`src/rtl/fcn_bist_pkg.sv`:
```
// Shared types and defaults for the fcn_bist self-test harness: FSM state encoding,
// default LFSR/MISR polynomials and the LFSR step function.
package fcn_bist_pkg;

    typedef enum logic [2:0] {
        IDLE  = 3'd0,
        LOAD  = 3'd1,
        RUN   = 3'd2,
        DRAIN = 3'd3,
        DONE  = 3'd4
    } bist_state_e;

    // Stored 16 bits wide and truncated to the instance width at the point of use.
    localparam logic [15:0] DEF_LFSR_TAPS = 16'h0014;
    localparam logic [15:0] DEF_LFSR_SEED = 16'hFFFF;
    localparam logic [15:0] DEF_MISR_TAPS = 16'hB400;

    // Fibonacci step: shift left, feed back the parity of the tapped bits into bit 0.
    function automatic logic [15:0] lfsr_next(input logic [15:0] cur,
                                              input logic [15:0] taps,
                                              input int width);
        logic [15:0] mask;
        logic        fb;
        mask = 16'((32'd1 << width) - 32'd1);
        fb   = ^(cur & taps);
        return ((cur << 1) | {15'd0, fb}) & mask;
    endfunction

endpackage

```
`src/rtl/fcn_bist_if.sv`:
```
// Controller + benchmark-side bundle of fcn_bist_driver. The harness uses the slave
// modport; whoever plays controller and benchmark together uses master.
interface fcn_bist_if
#(
    parameter int NUM_PI = 5,
    parameter int NUM_PO = 2,
    parameter int MISR_W = 16
);
    import fcn_bist_pkg::*;

    // start is a level sampled only while idle; busy covers LOAD..DONE; done is a
    // single-cycle pulse, and pass/signature hold from done until the next run loads.
    logic              start;
    logic [MISR_W-1:0] exp_sig;
    logic [NUM_PI-1:0] pi;
    logic [NUM_PO-1:0] po;
    logic              busy;
    logic              done;
    logic              pass;
    logic [MISR_W-1:0] signature;
    bist_state_e       state;

    modport master (
        output start, exp_sig, po,
        input  pi, busy, done, pass, signature, state
    );

    modport slave (
        input  start, exp_sig, po,
        output pi, busy, done, pass, signature, state
    );

endinterface

```
`src/rtl/fcn_bist_misr.sv`:
```
// Multiple-input signature register compacting the benchmark outputs; updates only on
// enabled edges, cleared synchronously at the start of each run.
module fcn_bist_misr
#(
    parameter int                MISR_W    = 16,
    parameter int                NUM_PO    = 2,
    parameter logic [MISR_W-1:0] MISR_TAPS = 16'hB400
) (
    input  logic              clk,
    input  logic              rst_n,
    input  logic              clear,
    input  logic              en,
    input  logic [NUM_PO-1:0] din,
    output logic [MISR_W-1:0] sig
);

    logic [MISR_W-1:0] sig_q;

    always_ff @(posedge clk) begin
        if (!rst_n) begin
            sig_q <= '0;
        end else if (clear) begin
            sig_q <= '0;
        end else if (en) begin
            sig_q <= {sig_q[MISR_W-2:0], 1'b0}
                   ^ (sig_q[MISR_W-1] ? MISR_TAPS : '0)
                   ^ MISR_W'(din);
        end
    end

    assign sig = sig_q;

endmodule

```
`src/rtl/fcn_bist_driver.sv`:
```
// BIST driver for a clocked benchmark: LFSR pattern source (binary up-counter when
// FCN_BIST_EXHAUSTIVE_EN is defined), latency-matched valid pipe, MISR compaction.
module fcn_bist_driver
    import fcn_bist_pkg::*;
#(
    parameter int                NUM_PI        = 5,
    parameter int                NUM_PO        = 2,
    parameter int                MISR_W        = 16,
    parameter int                PATTERN_COUNT = 31,
    parameter int                DUT_LATENCY   = 0,
    parameter logic [NUM_PI-1:0] LFSR_TAPS     = NUM_PI'(DEF_LFSR_TAPS),
    parameter logic [NUM_PI-1:0] LFSR_SEED     = NUM_PI'(DEF_LFSR_SEED),
    parameter logic [MISR_W-1:0] MISR_TAPS     = MISR_W'(DEF_MISR_TAPS)
) (
    input  logic     clk,
    input  logic     rst_n,
    fcn_bist_if.slave bus
);

    localparam int CNT_W  = NUM_PI + 1;
    localparam int PIPE_D = DUT_LATENCY + 1;

    bist_state_e       state_q;
    logic [NUM_PI-1:0] pi_q;
    logic [NUM_PI-1:0] src_q;
    logic [NUM_PI-1:0] src_next;
    logic [NUM_PI-1:0] src_init;
    logic [CNT_W-1:0]  cnt_q;
    logic [PIPE_D-1:0] vpipe_q;
    logic              pass_q;
    logic [MISR_W-1:0] sig;
    logic              last_pat;
    logic              pipe_empty;

    always_comb begin
`ifdef FCN_BIST_EXHAUSTIVE_EN
        src_next = src_q + NUM_PI'(1);
        src_init = '0;
`else
        src_next = NUM_PI'(lfsr_next(16'(src_q), 16'(LFSR_TAPS), NUM_PI));
        src_init = LFSR_SEED;
`endif
    end

    assign last_pat   = (cnt_q == CNT_W'(PATTERN_COUNT - 1));
    assign pipe_empty = (vpipe_q == '0);

    always_ff @(posedge clk) begin
        if (!rst_n) begin
            state_q <= IDLE;
            pi_q    <= '0;
            src_q   <= '0;
            cnt_q   <= '0;
            vpipe_q <= '0;
            pass_q  <= 1'b0;
        end else begin
            // A pattern registered on this edge is tagged valid; the tag reaches the
            // pipe tail exactly when its benchmark response is on po.
            vpipe_q <= PIPE_D'({vpipe_q, state_q == RUN});
            case (state_q)
                IDLE: begin
                    if (bus.start) state_q <= LOAD;
                end
                LOAD: begin
                    src_q   <= src_init;
                    cnt_q   <= '0;
                    pass_q  <= 1'b0;
                    state_q <= RUN;
                end
                RUN: begin
                    pi_q  <= src_q;
                    src_q <= src_next;
                    cnt_q <= cnt_q + CNT_W'(1);
                    if (last_pat) state_q <= DRAIN;
                end
                DRAIN: begin
                    pi_q <= '0;
                    // The MISR is already final here: no capture happens once the pipe is empty.
                    if (pipe_empty) begin
                        pass_q  <= (sig == bus.exp_sig);
                        state_q <= DONE;
                    end
                end
                DONE: begin
                    state_q <= IDLE;
                end
                default: begin
                    state_q <= IDLE;
                end
            endcase
        end
    end

    fcn_bist_misr #(
        .MISR_W    (MISR_W),
        .NUM_PO    (NUM_PO),
        .MISR_TAPS (MISR_TAPS)
    ) u_misr (
        .clk   (clk),
        .rst_n (rst_n),
        .clear (state_q == LOAD),
        .en    (vpipe_q[PIPE_D-1]),
        .din   (bus.po),
        .sig   (sig)
    );

    assign bus.pi        = pi_q;
    assign bus.busy      = (state_q != IDLE);
    assign bus.done      = (state_q == DONE);
    assign bus.pass      = pass_q;
    assign bus.signature = sig;
    assign bus.state     = state_q;

endmodule
```
`src/flat_wrapper.sv`:
```
// flat-port wrapper written by rule: the top's interface ports become plain ports
module fcn_bist_driver_flat import fcn_bist_pkg::*;
#(
    parameter int                NUM_PI        = 5,
    parameter int                NUM_PO        = 2,
    parameter int                MISR_W        = 16,
    parameter int                PATTERN_COUNT = 31,
    parameter int                DUT_LATENCY   = 0,
    parameter logic [NUM_PI-1:0] LFSR_TAPS     = NUM_PI'(DEF_LFSR_TAPS),
    parameter logic [NUM_PI-1:0] LFSR_SEED     = NUM_PI'(DEF_LFSR_SEED),
    parameter logic [MISR_W-1:0] MISR_TAPS     = MISR_W'(DEF_MISR_TAPS)
)
  (clk, rst_n, bus_start, bus_exp_sig, bus_po, bus_pi, bus_busy, bus_done, bus_pass, bus_signature, bus_state);
  fcn_bist_if #(.NUM_PI(NUM_PI), .NUM_PO(NUM_PO), .MISR_W(MISR_W)) bus_i ();
  input  logic clk;
  input  logic rst_n;
  input wire logic [$bits(bus_i.start)-1:0] bus_start;
  input wire logic [$bits(bus_i.exp_sig)-1:0] bus_exp_sig;
  input wire logic [$bits(bus_i.po)-1:0] bus_po;
  output wire logic [$bits(bus_i.pi)-1:0] bus_pi;
  output wire logic [$bits(bus_i.busy)-1:0] bus_busy;
  output wire logic [$bits(bus_i.done)-1:0] bus_done;
  output wire logic [$bits(bus_i.pass)-1:0] bus_pass;
  output wire logic [$bits(bus_i.signature)-1:0] bus_signature;
  output wire logic [$bits(bus_i.state)-1:0] bus_state;
  assign bus_i.start = bus_start;
  assign bus_i.exp_sig = bus_exp_sig;
  assign bus_i.po = bus_po;
  assign bus_pi = bus_i.pi;
  assign bus_busy = bus_i.busy;
  assign bus_done = bus_i.done;
  assign bus_pass = bus_i.pass;
  assign bus_signature = bus_i.signature;
  assign bus_state = bus_i.state;
  fcn_bist_driver #(.NUM_PI(NUM_PI), .NUM_PO(NUM_PO), .MISR_W(MISR_W), .PATTERN_COUNT(PATTERN_COUNT), .DUT_LATENCY(DUT_LATENCY), .LFSR_TAPS(LFSR_TAPS), .LFSR_SEED(LFSR_SEED), .MISR_TAPS(MISR_TAPS)) u_core (.clk(clk), .rst_n(rst_n), .bus(bus_i));
endmodule
```
`config.mk`:
```
export PLATFORM = sky130hd
export DESIGN_NAME = fcn_bist_driver_flat
export DESIGN_NICKNAME = d
export VERILOG_FILES = /design/src/rtl/fcn_bist_pkg.sv /design/src/rtl/fcn_bist_if.sv /design/src/rtl/fcn_bist_misr.sv /design/src/rtl/fcn_bist_driver.sv /design/src/flat_wrapper.sv
export SDC_FILE = /design/constraint.sdc
export NUM_CORES = 1
export LEC_CHECK = 0
export BUFFER_PORTS_ARGS = -buffer_cell sky130_fd_sc_hd__buf_2
export CELL_PAD_IN_SITES_DETAIL_PLACEMENT = 0
export CELL_PAD_IN_SITES_GLOBAL_PLACEMENT = 1
export CORE_UTILIZATION = 30
export DETAILED_ROUTE_END_ITERATION = 10
export PLACE_DENSITY = 0.72
export SYNTH_ARGS = -nofsm -noshare
export SYNTH_HDL_FRONTEND = slang
export SYNTH_HIERARCHICAL = 1
export SYNTH_SLANG_ARGS = --single-unit
```
`constraint.sdc`:
```
create_clock -name clk -period 1.7 [get_ports clk]
set_input_delay 0.51 -clock clk [delete_from_list [all_inputs] [get_ports clk]]
set_output_delay 0.51 -clock clk [all_outputs]
set_load 0.005 [all_outputs]
```
==> results.sh <==
export IMPL_route_met3_wl_um=139
export IMPL_p_leak_nw=0.899
export IMPL_yosysSeqAreaShare_pct=43.9
export IMPL_cp_end_kind="primary output"
export IMPL_synthCells=181
export IMPL_drv_cap=0
export IMPL_grt_pass1_vias=1322
export IMPL_holdPathEnd="u_core/bus.pi[0]"
export IMPL_skew_ns=0.00555
export IMPL_die_w_um=77.0
export IMPL_n_antenna_cell=0
export IMPL_root_buffer="clkbuf_8"
export IMPL_finish_utilization_pct=40.4
export IMPL_slew_headroom_pct=70.1
export IMPL_hold_start="u_core/bus.pi[0]"
export IMPL_place_inst=295
export IMPL_dr_pass1_iters=4
export IMPL_fmax_mhz=608
export IMPL_yosysWarnings=6
export IMPL_power_switching_mw=0.546
export IMPL_slew_violations=0
export IMPL_p_per_area_nw_per_um2=931
export IMPL_wl_per_cell_um=12.2
export IMPL_num_vias=1387
export IMPL_grt_max_degree=24
export IMPL_gr_total_overflow=0
export IMPL_numPortBuffers=47
export IMPL_rows=26
export IMPL_critPathKind="reg -> out"
export IMPL_outcome="complete, no violations"
export IMPL_grt_total_usage_pct=12.9
export IMPL_place_ws_ns=0.128
export IMPL_gp_routability_congestion=0.707
export IMPL_worst_pin_slew_ns=0.444
export IMPL_final_common_cell="buf_2"
export IMPL_yosysUniqueCellTypes=40
export IMPL_hold_path_class="reg -> reg"
export IMPL_critPathArrivalTime_ns=1.14
export IMPL_cts_made_buffers=5
export IMPL_clockBufferDepth=2
export IMPL_whs_ns=0.450
export IMPL_dr_max_layer_used="met4"
export IMPL_initial_core_util_pct=32.0
export IMPL_stdcell_count=304
export IMPL_ctsHoldBuffers=0
export IMPL_cp_required_ns=1.19
export IMPL_syn_avg_cell_area_um2=9.32
export IMPL_grt_pass1_wl_mm=6.15
export IMPL_rrSetupSlack_ns=0.15
export IMPL_critPathMaxFanout=2
export IMPL_final_cell_area_um2=2130
export IMPL_synth_fp_nets=204
export IMPL_fin_nets=257
export IMPL_ant_nets=0
export IMPL_holdPathStages=2
export IMPL_vdd_drop_max_v=0.000444
export IMPL_cts_sinks=37
export IMPL_layout_drive_gt1_share_pct=33.3
export IMPL_finalHoldViolCount=0
export IMPL_seqPwrFrac_pct=49.7
export IMPL_fillers=555
export IMPL_timing_final_crit_share_pct=96.8
export IMPL_r2r_start="u_core/bus.state[2]"
export IMPL_h_tree_depth=2
export IMPL_setup_violations=0
export IMPL_final_cell_mix="buf_2 (47), dfxtp_1 (34), nor2_1 (25)"
export IMPL_fin_ws_ns=0.0550
export IMPL_power_mw=1.98
export IMPL_p_comb_share_pct=19.7
export IMPL_rsz0062_at_grt="false"
export IMPL_fp_dieH_um=77.0
export IMPL_crit_path_start_kind="register"
export IMPL_switching_share_pct=27.6
export IMPL_dp_hpwl_mm=2.68
export IMPL_internal_power_mw=1.43
export IMPL_dr_wl_met2_mm=1.64
export IMPL_tns_ns=0
export IMPL_syn_area_um2=1690
export IMPL_ios=48
export IMPL_drt_iter0_markers=80
export IMPL_syn2layout_area_growth_pct=26.1
export IMPL_reg2regPathDepth=6
export IMPL_routed_wl_mm=3.71
export IMPL_cts_tree="yes"
export IMPL_core_um2=5270
export IMPL_met1_length_mm=1.89
export IMPL_clk_latency_ns=0.28
export IMPL_viasPerCell=4.56
export IMPL_antenna_found_initial=0
export IMPL_drc_errors=0
export IMPL_r2r_end="u_core/u_misr/sig[10]"
export IMPL_post_dp_cell_area_um2=2010
export IMPL_finalCriticalPeriod_ns=1.65
export IMPL_die_area_um2=5930
export IMPL_pwr_share_clk_pct=30.6
export IMPL_path_clk_slew_ns=0.07
export IMPL_ys_ff_latch=37
state kept, by name, indices dropped and copies added, names as in the netlist:
name and flops:
u_core/cnt_q 6, u_core/vpipe_q 1, u_core/src_q 5, u_core/bus.pi 5, u_core/bus.pass 1, u_core/u_misr/sig 16
u_core/bus.state 3
critical path: stages, from the launching register on:
cell,delay (ns)
dfxtp_4,0.35
or3_4,0.38
buf_2,0.13
cell families after synthesis:
family,synth area share (%)
simple gates,21.4
flops,43.9
compound gates,11.6
xor+xnor,10.9
mux,7.20
buf+inv,3.56
fa+ha+maj,1.48
final cells by class:
cell class	count	area, µm²	area share, %
sequential	37	749	35.2
clock buffer	7	86.3	4.06
timing repair buffer	54	300	14.1
multi-input combinational	133	892	41.9
inverter	3	11.3	0.529
tap	70	87.6	4.12
what timing repair did:
action | 4_1_cts | 5_1_grt
setup endpoints to repair | 1 | 1
buffers inserted | 2 | 0
resized for setup | 6 | 1
layer usage:
metal / up-vias / global-route usage, %
li1: 727 / -
met1: 630 / 17.4
met2: 28 / 20.0
met3: 2 / 3.33
met4: 0 / 4.53
met5: - / 0
worst max-delay path by stage:
stage	slack [ns]	depth (start not counted)	from	end
after floorplan	0.04	8	u_core/bus.state[0]	u_core/u_misr/sig[3]
after detailed placement	0.13	5	u_core/bus.state[0]	u_core/u_misr/sig[13]
after global placement	0.14	2	u_core/bus.state[2]	bus_busy
after CTS	0.04	4	u_core/bus.state[1]	bus_done
final	0.05	2	u_core/bus.state[2]	bus_busy
after global routing	0.01	4	u_core/bus.state[1]	bus_done
power by group through the flow:
stage,Sequential (mW),Combinational [mW],Clock [mW]
4_1_cts,0.982,0.393,0.628
3_5_place_dp,1.01,0.369,0
3_3_place_gp,1.01,0.371,0
6_report,0.983,0.390,0.606
2_1_floorplan,0.989,0.258,0
5_1_grt,0.992,0.433,0.671
synth_stat cells, drive strengths merged:
library cell  number  area share (%)
nor4               4             1.5
buf                7             2.7
clkinv             1            0.22
xnor2              6             3.1
mux2i             11             6.5
mux2               1            0.67
a21oi             11             3.3
a211oi             5             3.4
a31oi              4             1.5
or3                3             1.2
and2               1            0.37
nor2              26             5.8
o21ai              3            0.89
o211a              1            0.59
nand3              3            0.89
nand4              2             1.1
xor2              15             7.8
clkbuf             1            0.22
or2                1            0.37
nand2             16             3.6
nand3b             2            0.89
nor3               2            0.59
and3b              1            0.59
a21bo              1            0.59
a21boi             1            0.45
nor3b              3             2.0
or3b               2             1.0
dfxtp             37              44
inv                2            0.44
nand2b             4             1.5
o211ai             2            0.89
ha                 2             1.5
No activity file was read; power rests on OpenSTA's default activity.
